===== src/rtl/image_stream_capture.sv =====
// Receiving end of the dual-pixel sensor video interface: checks frame and line timing,
// tags each pixel pair with its row and column, and streams pairs out through a small FWFT FIFO.
module image_stream_capture #(
    parameter int WIDTH      = 768,
    parameter int HEIGHT     = 512,
    parameter int FIFO_DEPTH = 4,
    parameter int COL_W      = 10,
    parameter int ROW_W      = 10
) (
    input  logic             HCLK,
    input  logic             HRESETn,
    input  logic             VSYNC,
    input  logic             HSYNC,
    input  logic [7:0]       DATA_R0,
    input  logic [7:0]       DATA_G0,
    input  logic [7:0]       DATA_B0,
    input  logic [7:0]       DATA_R1,
    input  logic [7:0]       DATA_G1,
    input  logic [7:0]       DATA_B1,
    output logic             m_valid,
    input  logic             m_ready,
    output logic [47:0]      m_data,
    output logic [ROW_W-1:0] m_row,
    output logic [COL_W-1:0] m_col,
    output logic             m_sof,
    output logic             m_eol,
    output logic             frame_done,
    output logic             err_ovf,
    output logic             err_line,
    output logic             err_frame,
    input  logic             err_clr
);

    localparam int PTR_W = $clog2(FIFO_DEPTH);

    // Counters carry one extra bit so col can rest at WIDTH and row can reach HEIGHT.
    localparam logic [COL_W:0] COL_END  = (COL_W + 1)'(WIDTH);
    localparam logic [COL_W:0] COL_LAST = (COL_W + 1)'(WIDTH - 2);
    localparam logic [COL_W:0] COL_STEP = (COL_W + 1)'(2);
    localparam logic [ROW_W:0] ROW_END  = (ROW_W + 1)'(HEIGHT);
    localparam logic [ROW_W:0] ROW_STEP = (ROW_W + 1)'(1);
    localparam logic [PTR_W:0] PTR_STEP = (PTR_W + 1)'(1);
    localparam logic [PTR_W:0] PTR_WRAP = {1'b1, {PTR_W{1'b0}}};

    typedef enum logic [1:0] {IDLE, ACTIVE, DONE} state_t;

    typedef struct packed {
        logic [47:0]      data;
        logic [ROW_W-1:0] row;
        logic [COL_W-1:0] col;
        logic             sof;
        logic             eol;
    } entry_t;

    logic           vs_q, vs_q2, hs_q, hs_q2;
    logic [47:0]    data_q;
    state_t         state;
    logic [ROW_W:0] row;
    logic [COL_W:0] col;
    logic           restart, line_end, pair_in;
    logic           vs_rise, hs_fall, at_origin;
    logic           push_req, push, pop, full, set_ovf, set_line;
    logic [PTR_W:0] wr_ptr, rd_ptr;
    entry_t         mem [FIFO_DEPTH];
    entry_t         new_entry, head;

    always_ff @(posedge HCLK or negedge HRESETn) begin
        if (!HRESETn) begin
            vs_q   <= 1'b0;
            vs_q2  <= 1'b0;
            hs_q   <= 1'b0;
            hs_q2  <= 1'b0;
            data_q <= '0;
        end else begin
            // NOTE: non-blocking so vs_q2 takes the old vs_q, forming a true two-stage pipe.
            vs_q   <= VSYNC;
            vs_q2  <= vs_q;
            hs_q   <= HSYNC;
            hs_q2  <= hs_q;
            data_q <= {DATA_R0, DATA_G0, DATA_B0, DATA_R1, DATA_G1, DATA_B1};
        end
    end

    assign vs_rise   = vs_q & ~vs_q2;
    assign hs_fall   = ~hs_q & hs_q2;
    assign at_origin = (row == '0) && (col == '0);

    // A restarting VSYNC outranks line events; a falling HSYNC and a pair are exclusive.
    always_comb begin
        // NOTE: every output gets a default first so no path infers a latch.
        restart  = 1'b0;
        line_end = 1'b0;
        pair_in  = 1'b0;
        if (state == ACTIVE) begin
            if (vs_rise && !at_origin) restart  = 1'b1;
            else if (hs_fall)          line_end = 1'b1;
            else if (hs_q)             pair_in  = 1'b1;
        end
    end

    assign push_req = pair_in && (col < COL_END);
    assign pop      = m_valid && m_ready;
    assign full     = (wr_ptr ^ rd_ptr) == PTR_WRAP;
    assign push     = push_req && (!full || pop);
    assign set_ovf  = push_req && full && !pop;
    assign set_line = (pair_in && (col >= COL_END)) || (line_end && (col != COL_END));

    always_ff @(posedge HCLK or negedge HRESETn) begin
        if (!HRESETn) begin
            state      <= IDLE;
            row        <= '0;
            col        <= '0;
            frame_done <= 1'b0;
        end else begin
            frame_done <= 1'b0;
            case (state)
                IDLE: begin
                    if (vs_rise) begin
                        state <= ACTIVE;
                        row   <= '0;
                        col   <= '0;
                    end
                end
                ACTIVE: begin
                    if (restart) begin
                        row <= '0;
                        col <= '0;
                    end else if (line_end) begin
                        col <= '0;
                        if (row + ROW_STEP == ROW_END) begin
                            state      <= DONE;
                            frame_done <= 1'b1;
                        end else begin
                            row <= row + ROW_STEP;
                        end
                    end else if (push_req) begin
                        // Column advances even when the FIFO drops the pair.
                        col <= col + COL_STEP;
                    end
                end
                DONE: begin
                    if (vs_rise) begin
                        state <= ACTIVE;
                        row   <= '0;
                        col   <= '0;
                    end else begin
                        state <= IDLE;
                    end
                end
                default: state <= IDLE;
            endcase
        end
    end

    always_ff @(posedge HCLK or negedge HRESETn) begin
        if (!HRESETn) begin
            err_ovf   <= 1'b0;
            err_line  <= 1'b0;
            err_frame <= 1'b0;
        end else begin
            err_ovf   <= set_ovf  | (err_ovf   & ~err_clr);
            err_line  <= set_line | (err_line  & ~err_clr);
            err_frame <= restart  | (err_frame & ~err_clr);
        end
    end

    assign new_entry = '{data: data_q,
                         row:  row[ROW_W-1:0],
                         col:  col[COL_W-1:0],
                         sof:  at_origin,
                         eol:  col == COL_LAST};

    always_ff @(posedge HCLK or negedge HRESETn) begin
        if (!HRESETn) begin
            wr_ptr <= '0;
            rd_ptr <= '0;
        end else begin
            if (push) wr_ptr <= wr_ptr + PTR_STEP;
            if (pop)  rd_ptr <= rd_ptr + PTR_STEP;
        end
    end

    // NOTE: storage is not reset; the outputs are gated by m_valid so stale entries never leak.
    always_ff @(posedge HCLK) begin
        if (push) mem[wr_ptr[PTR_W-1:0]] <= new_entry;
    end

    assign head    = mem[rd_ptr[PTR_W-1:0]];
    assign m_valid = (wr_ptr != rd_ptr);
    assign m_data  = m_valid ? head.data : '0;
    assign m_row   = m_valid ? head.row  : '0;
    assign m_col   = m_valid ? head.col  : '0;
    assign m_sof   = m_valid & head.sof;
    assign m_eol   = m_valid & head.eol;

endmodule


===== config.mk =====
export PLATFORM = sky130hd
export DESIGN_NAME = image_stream_capture
export DESIGN_NICKNAME = d
export VERILOG_FILES = /design/src/rtl/image_stream_capture.sv
export SDC_FILE = /design/constraint.sdc
export NUM_CORES = 1
export LEC_CHECK = 0
export BUFFER_PORTS_ARGS = -buffer_cell sky130_fd_sc_hd__buf_2
export CORE_MARGIN = 2
export CORE_UTILIZATION = 50
export DETAILED_ROUTE_END_ITERATION = 16
export PLACE_DENSITY = 0.69
export SLEW_MARGIN = 5
export SYNTH_ARGS = -nofsm -noshare
export SYNTH_HDL_FRONTEND = slang
export SYNTH_SLANG_ARGS = --single-unit
export TNS_END_PERCENT = 100

===== constraint.sdc =====
create_clock -name HCLK -period 3.95 [get_ports HCLK]
set_input_delay 0.1975 -clock HCLK [delete_from_list [all_inputs] [get_ports HCLK]]
set_output_delay 0.1975 -clock HCLK [all_outputs]
set_load 0.01 [all_outputs]

==> results of run 1 <==
repair_timing:
action / CTS / global route
endpoints found under the setup margin: 0 / 0
hold buffers: 53 / 0
hold endpoints to repair: 107 / 0
gates resized for setup: 0 / 0
path summary, 6_finish.rpt:
kind / from / endpoint / slack, ns / cells past startpoint
worst max-delay path: col[3] / mem[0][56] / 1.03 / 6
worst min-delay path: HRESETn / wr_ptr[1] / 0.27 / 2
worst max register to register: col[3] / mem[0][56] / 1.03 / 6
worst min register to register: vs_q / vs_q2 / 0.40 / 0
max in group asynchronous: HRESETn / data_q[21] / 2.73 / 3
min in group HCLK: DATA_B1[4] / data_q[4] / 0.31 / 2
cell type report:
type	instances	area (µm²)	area share, %
timing repair buffer	195	1330	8.03
clock inverter	13	143	0.860
clock buffer	56	1070	6.45
tap	341	427	2.57
multi-input combinational	311	3160	19.0
sequential	361	10400	62.8
inverter	9	33.8	0.204
registers in the layout, indices dropped and copies added, names as in the netlist, 2 cells and up:
register	flops
state	2
rd_ptr	3
row	11
col	10
wr_ptr	3
mem	276
data_q	48
kinds of logic (layout without fill, tap and decap cells):
kind of cell | after synthesis | in the layout
multiplexers | 71 | 71
adder cells (fa/ha/maj) | 8 | 8
AO/OA/AOI/OAI | 50 | 50
flip-flops | 361 | 361
other | 1 | 1
XOR/XNOR | 11 | 11
AND/OR/NAND/NOR | 170 | 170
buffers and inverters | 36 | 273
where the power goes:
part           internal [mW]  switching [mW]  total (mW)
Sequential              4.83           0.249        5.08
Clock                   2.02            1.36        3.39
Combinational           1.85            2.16        4.01
per-layer routing:
layer / routed length, µm / GRT usage [%] / vias to the layer above / part of all wire [%]
met4: 445 / 4.76 / 0 / 1.7
met3: 1440 / 3.26 / 39 / 5.6
met5: 0 / 0 / - / 0
met2: 12400 / 29.1 / 207 / 48
met1: 11600 / 26.3 / 3590 / 45
li1: - / - / 3186 / -
synth_stat cells (all sizes together) (9+ instances only):
cell type  number  area [µm²]
edfxtp        276        8290
dfrtp          85        2130
and2           77         484
mux4           69        1550
nand2          21        78.8
nand3          20         115
nor2           18        67.6
o21ai          17        88.8
clkbuf         16        60.1
buf            11        60.1
a21oi          10        53.8
xnor2          10        87.6
inv             9        33.8
through the flow:
| stage | hold WS [ns] | setup slack, ns |
|---|---|---|
| 4_1_cts | 0.294 | 1.02 |
| 2_1_floorplan | -0.0981 | 0.433 |
| 3_3_place_gp | 0.303 | 1.10 |
| 3_5_place_dp | 0.307 | 1.04 |
| 5_1_grt | 0.306 | 0.860 |
| 6_report | 0.271 | 1.03 |
==> results summary, run 1 <==
For the pin with the worst max-slew slack, the measured transition is between 1 and 1.5 ns. Counting every sink on the clock net gives 361. The fraction of registers with async set or reset after synthesis is 23.5%. The CTS tree is yes. The initial antenna violation count is 0. The flow ran to the end, and the final reports show no timing, DRC or antenna violations.

The area fraction in compound gates after synthesis came out at 2.51%. The post-CTS setup buffer count came out at 0. The count of placed standard cells including taps came out at 1164. The final max-slew violation count is 0. Setup repair after global routing left no endpoint under its margin. The gate count of the mapped netlist is 708.

The number of buffers on the longest clock path is 3. The top cell types in the final layout, fill and taps aside, are sky130_fd_sc_hd__edfxtp_1 (276), sky130_fd_sc_hd__buf_2 (126), sky130_fd_sc_hd__dfrtp_1 (83). The setup TNS is 0 ns.

The number of placement rows is 60. The number of enable-type register cells in the synthesized netlist is roughly 280. From left edge to right edge, the die measures 170 µm.

The antenna diode instance count came out at 0. The kind of capture point of the worst setup path is a flip-flop. The worst setup path is of the flip-flop to flip-flop kind.

The buffers plus inverters on the worst setup path came out at 1. The net count of the mapped netlist came out at 770. The highest achievable clock rate came out at 342 MHz. The pin count of the biggest net entering global routing came out at a little over 70. The core box area is 27000 µm².

The final weighted congestion in routability-driven placement is 0.839. A synthesized cell averages just under 20 µm². The total of flip-flops plus latches after synthesis is 361. The most used flip-flop cell after synthesis is sky130_fd_sc_hd__edfxtp_1. The first-pass GRT wire length is around 40 mm. The final period demand of the worst path came out at ~2.9 ns.

The number of filler instances in the final layout came out at 1896. The die boundary height came out at 170 µm. The adder-cell share of the synthesized area came out at less than 1%. The fraction of the cycle the final worst path needs is 74.0%.

The fraction of the core area covered by cells at the end of the flow is between 60% and 70%. The fraction of synthesized area in multiplexers came out at a little under an eighth. The total count of hold-check failures in the final report was 0.

The warning count from the yosys run is 0. The maximum resistive drop on vdd is 0.000957 V. The finished layout holds 1286 standard cells, fillers aside. The critical path goes through nor4_4 -> and4_1 -> a21oi_2 -> nor3_4 -> and2_4 -> buf_4. The via count of the first global-routing pass was 7243. The all-layer global routing usage came out at between 10% and 20%. For this configuration, the core starts out at a cell density of 50.9%. The clock-pin slew on the worst setup and hold paths is 0.06 ns.

The total power of the final layout is 12.5 mW. The placed wire-length estimate came out at about 15 mm. The post-detailed-route DRC marker count is 0. The number of maximum-capacitance violations came out at 0. In this run the worst hold path is classified as input pin to asynchronous set/reset pin.

Setup violations remaining at the end of the flow were counted as 0. The later-pin clock latency in the skew report is around 0.52 ns. The post-route antenna net violation count came out at 0. For this design, the slowest cell found on the critical path is sky130_fd_sc_hd__and2_4. The delay of the slowest critical-path stage came out at 0.58 ns. The count of H-tree levels built during CTS came out at 2. The leakage dissipation came out at about 6.0 nW. In this run the clock root is driven by a sky130_fd_sc_hd__clkbuf_16. The average via count per standard cell came out at 5.46. The required arrival time at the worst endpoint is 4.15 ns.

The power density of the placed cells came out at 752 nW/µm². In this design, the largest share of critical-path delay is due to simple AND/OR/NAND/NOR gates. Buffers placed on the I/O ports in this run total 127.

STA classifies the critical path startpoint as a flip-flop. Summing the areas of all and, or, nand and nor instances in the mapped netlist gives under 10% of the synthesized area. The total via count in the routed design came out at 7022. The relative slew slack is 27.9%. The first TritonRoute pass finished after 4 iterations. The floorplan step defined a die boundary enclosing 28800 µm². The number of different library cells used by synthesis comes to between 50 and 60. From synthesis to final layout, the design area changed by 20.9%. The fraction of final layout cells with drive strength greater than 1 came out at 30.5%. The placed cell area is 14800 µm². By area, the combinational part of the netlist is dominated by multiplexers. In this run the count of I/O pins placed on the die edge is around 130.

The wire length after detailed routing is 25.8 mm. The number of buffers inserted during clock tree synthesis came out at 38. The register area share after synthesis is 75.9%. In this run the worst path has a maximum fanout of 35.

The xor and xnor fraction of the mapped netlist area is 0.757%. In the final routed layout, each cell accounts on average for 20.1 µm. The library cell used most frequently in the layout, excluding fill and tap cells, is sky130_fd_sc_hd__edfxtp_1. The initial DRC count is 581. The final standard cell area without fillers came out at 16600 µm².

The number of nets at the end of the flow is 978. The worst clock skew is 0.0141 ns. The total congestion overflow after global routing is 0.

The data arrival at the endpoint of the critical path came out at 3.12 ns. The synthesized area came out at 13700 µm².
(Power assumes the default switching activity.)
==> inputs of run 2 (changes only) <==
clock period = 2.8 ns   (was 3.95 ns; I/O delays follow)
==> results summary, run 2 (synthesis results as in run 1) <==
The run finished with clean final reports. The highest achievable clock rate came out at 384 MHz. The worst hold path belongs to the class input pin to flip-flop. The CTS tree is yes. The post-detailed-route DRC marker count is 0. The number of maximum-capacitance violations is 0. The delay of the slowest critical-path stage is ~0.47 ns. The total count of hold-check failures in the final report was 0.

Buffers inserted during clock tree synthesis total 38. The first-pass GRT wire length came out at 41.3 mm. The area taken by flip-flops and latches is 10400 µm². The final weighted congestion in routability-driven placement came out at 0.871.

Across the routed clock network, the largest skew measured is roughly 0.018 ns. Dividing the detail-routed wire length by the instance count gives 20.3 µm. The maximum fanout along the worst path is 31. By startpoint and endpoint, the worst setup path is classified as flip-flop to flip-flop.

The number of resized instances in the post-cts repair step came out at 0. The library cell used most frequently in the layout, excluding fill and tap cells, is sky130_fd_sc_hd__edfxtp_1. The wire length after detailed routing came out at between 20 and 30 mm.

After the first detailed-routing iteration, the DRC count stood at 583. Pin placement for this block handled 129 I/O pins. The placed wire-length estimate came out at between 10 and 15 mm. From synthesis to final layout, the design area changed by 22.2%. Together, buffers and inverters on the worst path number 2. The count of H-tree levels built during CTS came out at 2. On the critical path, the stage with the largest delay is an instance of sky130_fd_sc_hd__dfrtp_1. The initial antenna violation count came to 0. The sink count of the clock tree came out at 361.

The tree is rooted in a sky130_fd_sc_hd__clkbuf_16. The number of buffers on the longest clock path came out at 3. The post-CTS setup buffer count is 0. In the layout the commonest cells are sky130_fd_sc_hd__edfxtp_1 (276), sky130_fd_sc_hd__buf_2 (126), sky130_fd_sc_hd__dfrtp_1 (83). The fraction of the core area covered by cells at the end of the flow is 62.2%. The net count of the finished layout is 986. The required arrival time at the worst endpoint came out at 3.00 ns. The number of detailed-routing iterations run before antenna repair is 5.

The fraction of the cycle the final worst path needs is 92.9%. The power density of the placed cells came out at 1060 nW/µm². Walking the worst path, the cells encountered are inv_1 -> ha_1 -> nor3b_2 -> and4_4 -> a21oi_2 -> nor3_4 -> and2_4 -> buf_12.

The count of final setup violators came out at 0. The kind of capture point of the worst setup path is a flip-flop. The initial core utilization is 50.9%. For the worst setup path, the data arrival time is about 2.8 ns. The later-pin clock latency in the skew report came out at roughly 0.52 ns.

The count of hold-fix buffers inserted at cts came out at 53. Setup total negative slack on the finished layout was measured at 0 ns. Headroom to the max-slew limit came out at 41.9%. Row generation in the floorplan step produced 60 rows. In this run the remaining antenna-violating nets after routing total 0. The maximum resistive drop on vdd came out at roughly 0.00085 V.

The all-layer global routing usage came out at 18.9%. The total via count in the routed design is 7078. The final max-slew violation count came out at 0.

Setup repair after global routing left no endpoint under its margin. After filler insertion, the fill cell instance count of the layout stands at ~1900. The final period demand of the worst path is 2.60 ns. The total congestion overflow after global routing is 0. The multi-input combinational cell area came out at 3160 µm². The fraction of final layout cells with drive strength greater than 1 came out at 31.2%.

Measured along the y axis, the die boundary spans 170 µm. The element type at the critical path start is a flip-flop. The average via count per standard cell came out at about 5.5.

The cell type group with the largest total delay on the critical path is simple AND/OR/NAND/NOR gates. The die covers 28800 µm². The clock-pin slew on the worst setup and hold paths came out at 0.06 ns. The via count of the first global-routing pass is 7319.

The die span in x came out at 170 µm. The pin count of the biggest net entering global routing came out at 72. The leakage dissipation is 6.09 nW. The floorplan step defined a core boundary enclosing between 20000 and 30000 µm². The number of buffer cells added on primary ports is 127. The register with the most flip-flops in the layout has 276 of them. 0 antenna diodes ended up in the layout. For the pin with the worst max-slew slack, the measured transition is 0.871 ns.
-- run 2: report_power, final --
part / total (mW) / internal (mW) / switching [mW]
Clock: 4.86 / 2.91 / 1.95
Combinational: 5.79 / 2.72 / 3.07
Sequential: 7.15 / 6.81 / 0.347
-- run 2: worst paths after layout --
| path | startpoint | to | slack (ns) | cells past startpoint |
|---|---|---|---|---|
| worst min-delay path | VSYNC | vs_q | 0.26 | 2 |
| min in group asynchronous | HRESETn | data_q[10] | 0.29 | 2 |
| worst max register to register | row[1] | mem[0][29] | 0.20 | 8 |
| max in group asynchronous | HRESETn | row[4] | 1.79 | 3 |
| worst min register to register | vs_q | vs_q2 | 0.42 | 0 |
| worst max-delay path | row[1] | mem[0][29] | 0.20 | 8 |
-- run 2: layout make-up --
type	count	area share, %
sequential	361	62.2
multi-input combinational	311	18.8
timing repair buffer	203	8.89
clock buffer	51	6.46
tap	341	2.54
clock inverter	19	0.895
inverter	9	0.201
-- run 2: worst reg2reg max path, stage by stage (launching register included) --
cell	delay, ns
sky130_fd_sc_hd__dfrtp_1	0.47
sky130_fd_sc_hd__inv_1	0.09
sky130_fd_sc_hd__ha_1	0.19
sky130_fd_sc_hd__nor3b_2	0.27
sky130_fd_sc_hd__and4_4	0.28
sky130_fd_sc_hd__a21oi_2	0.08
sky130_fd_sc_hd__nor3_4	0.33
sky130_fd_sc_hd__and2_4	0.32
sky130_fd_sc_hd__buf_12	0.24
-- run 2: per-layer routing --
metal / global-route usage [%] / wire length [µm]
met1: 26.8 / 11300
met2: 30.7 / 13100
met3: 3.57 / 1380
met4: 4.94 / 506
met5: 0 / 0
-- run 2: per-stage QoR --
stage	cell area (µm²)	hold slack (ns)	instances	total power [mW]	worst slack [ns]
floorplan	13700	-0.156	708	10.8	0.0313
global placement	15000	0.248	1172	13.0	0.276
finish	16800	0.256	1295	17.8	0.198
global route	16800	0.250	1295	18.8	0.0614
detailed placement	15000	0.249	1172	13.1	0.269
CTS	16800	0.232	1295	18.1	0.145
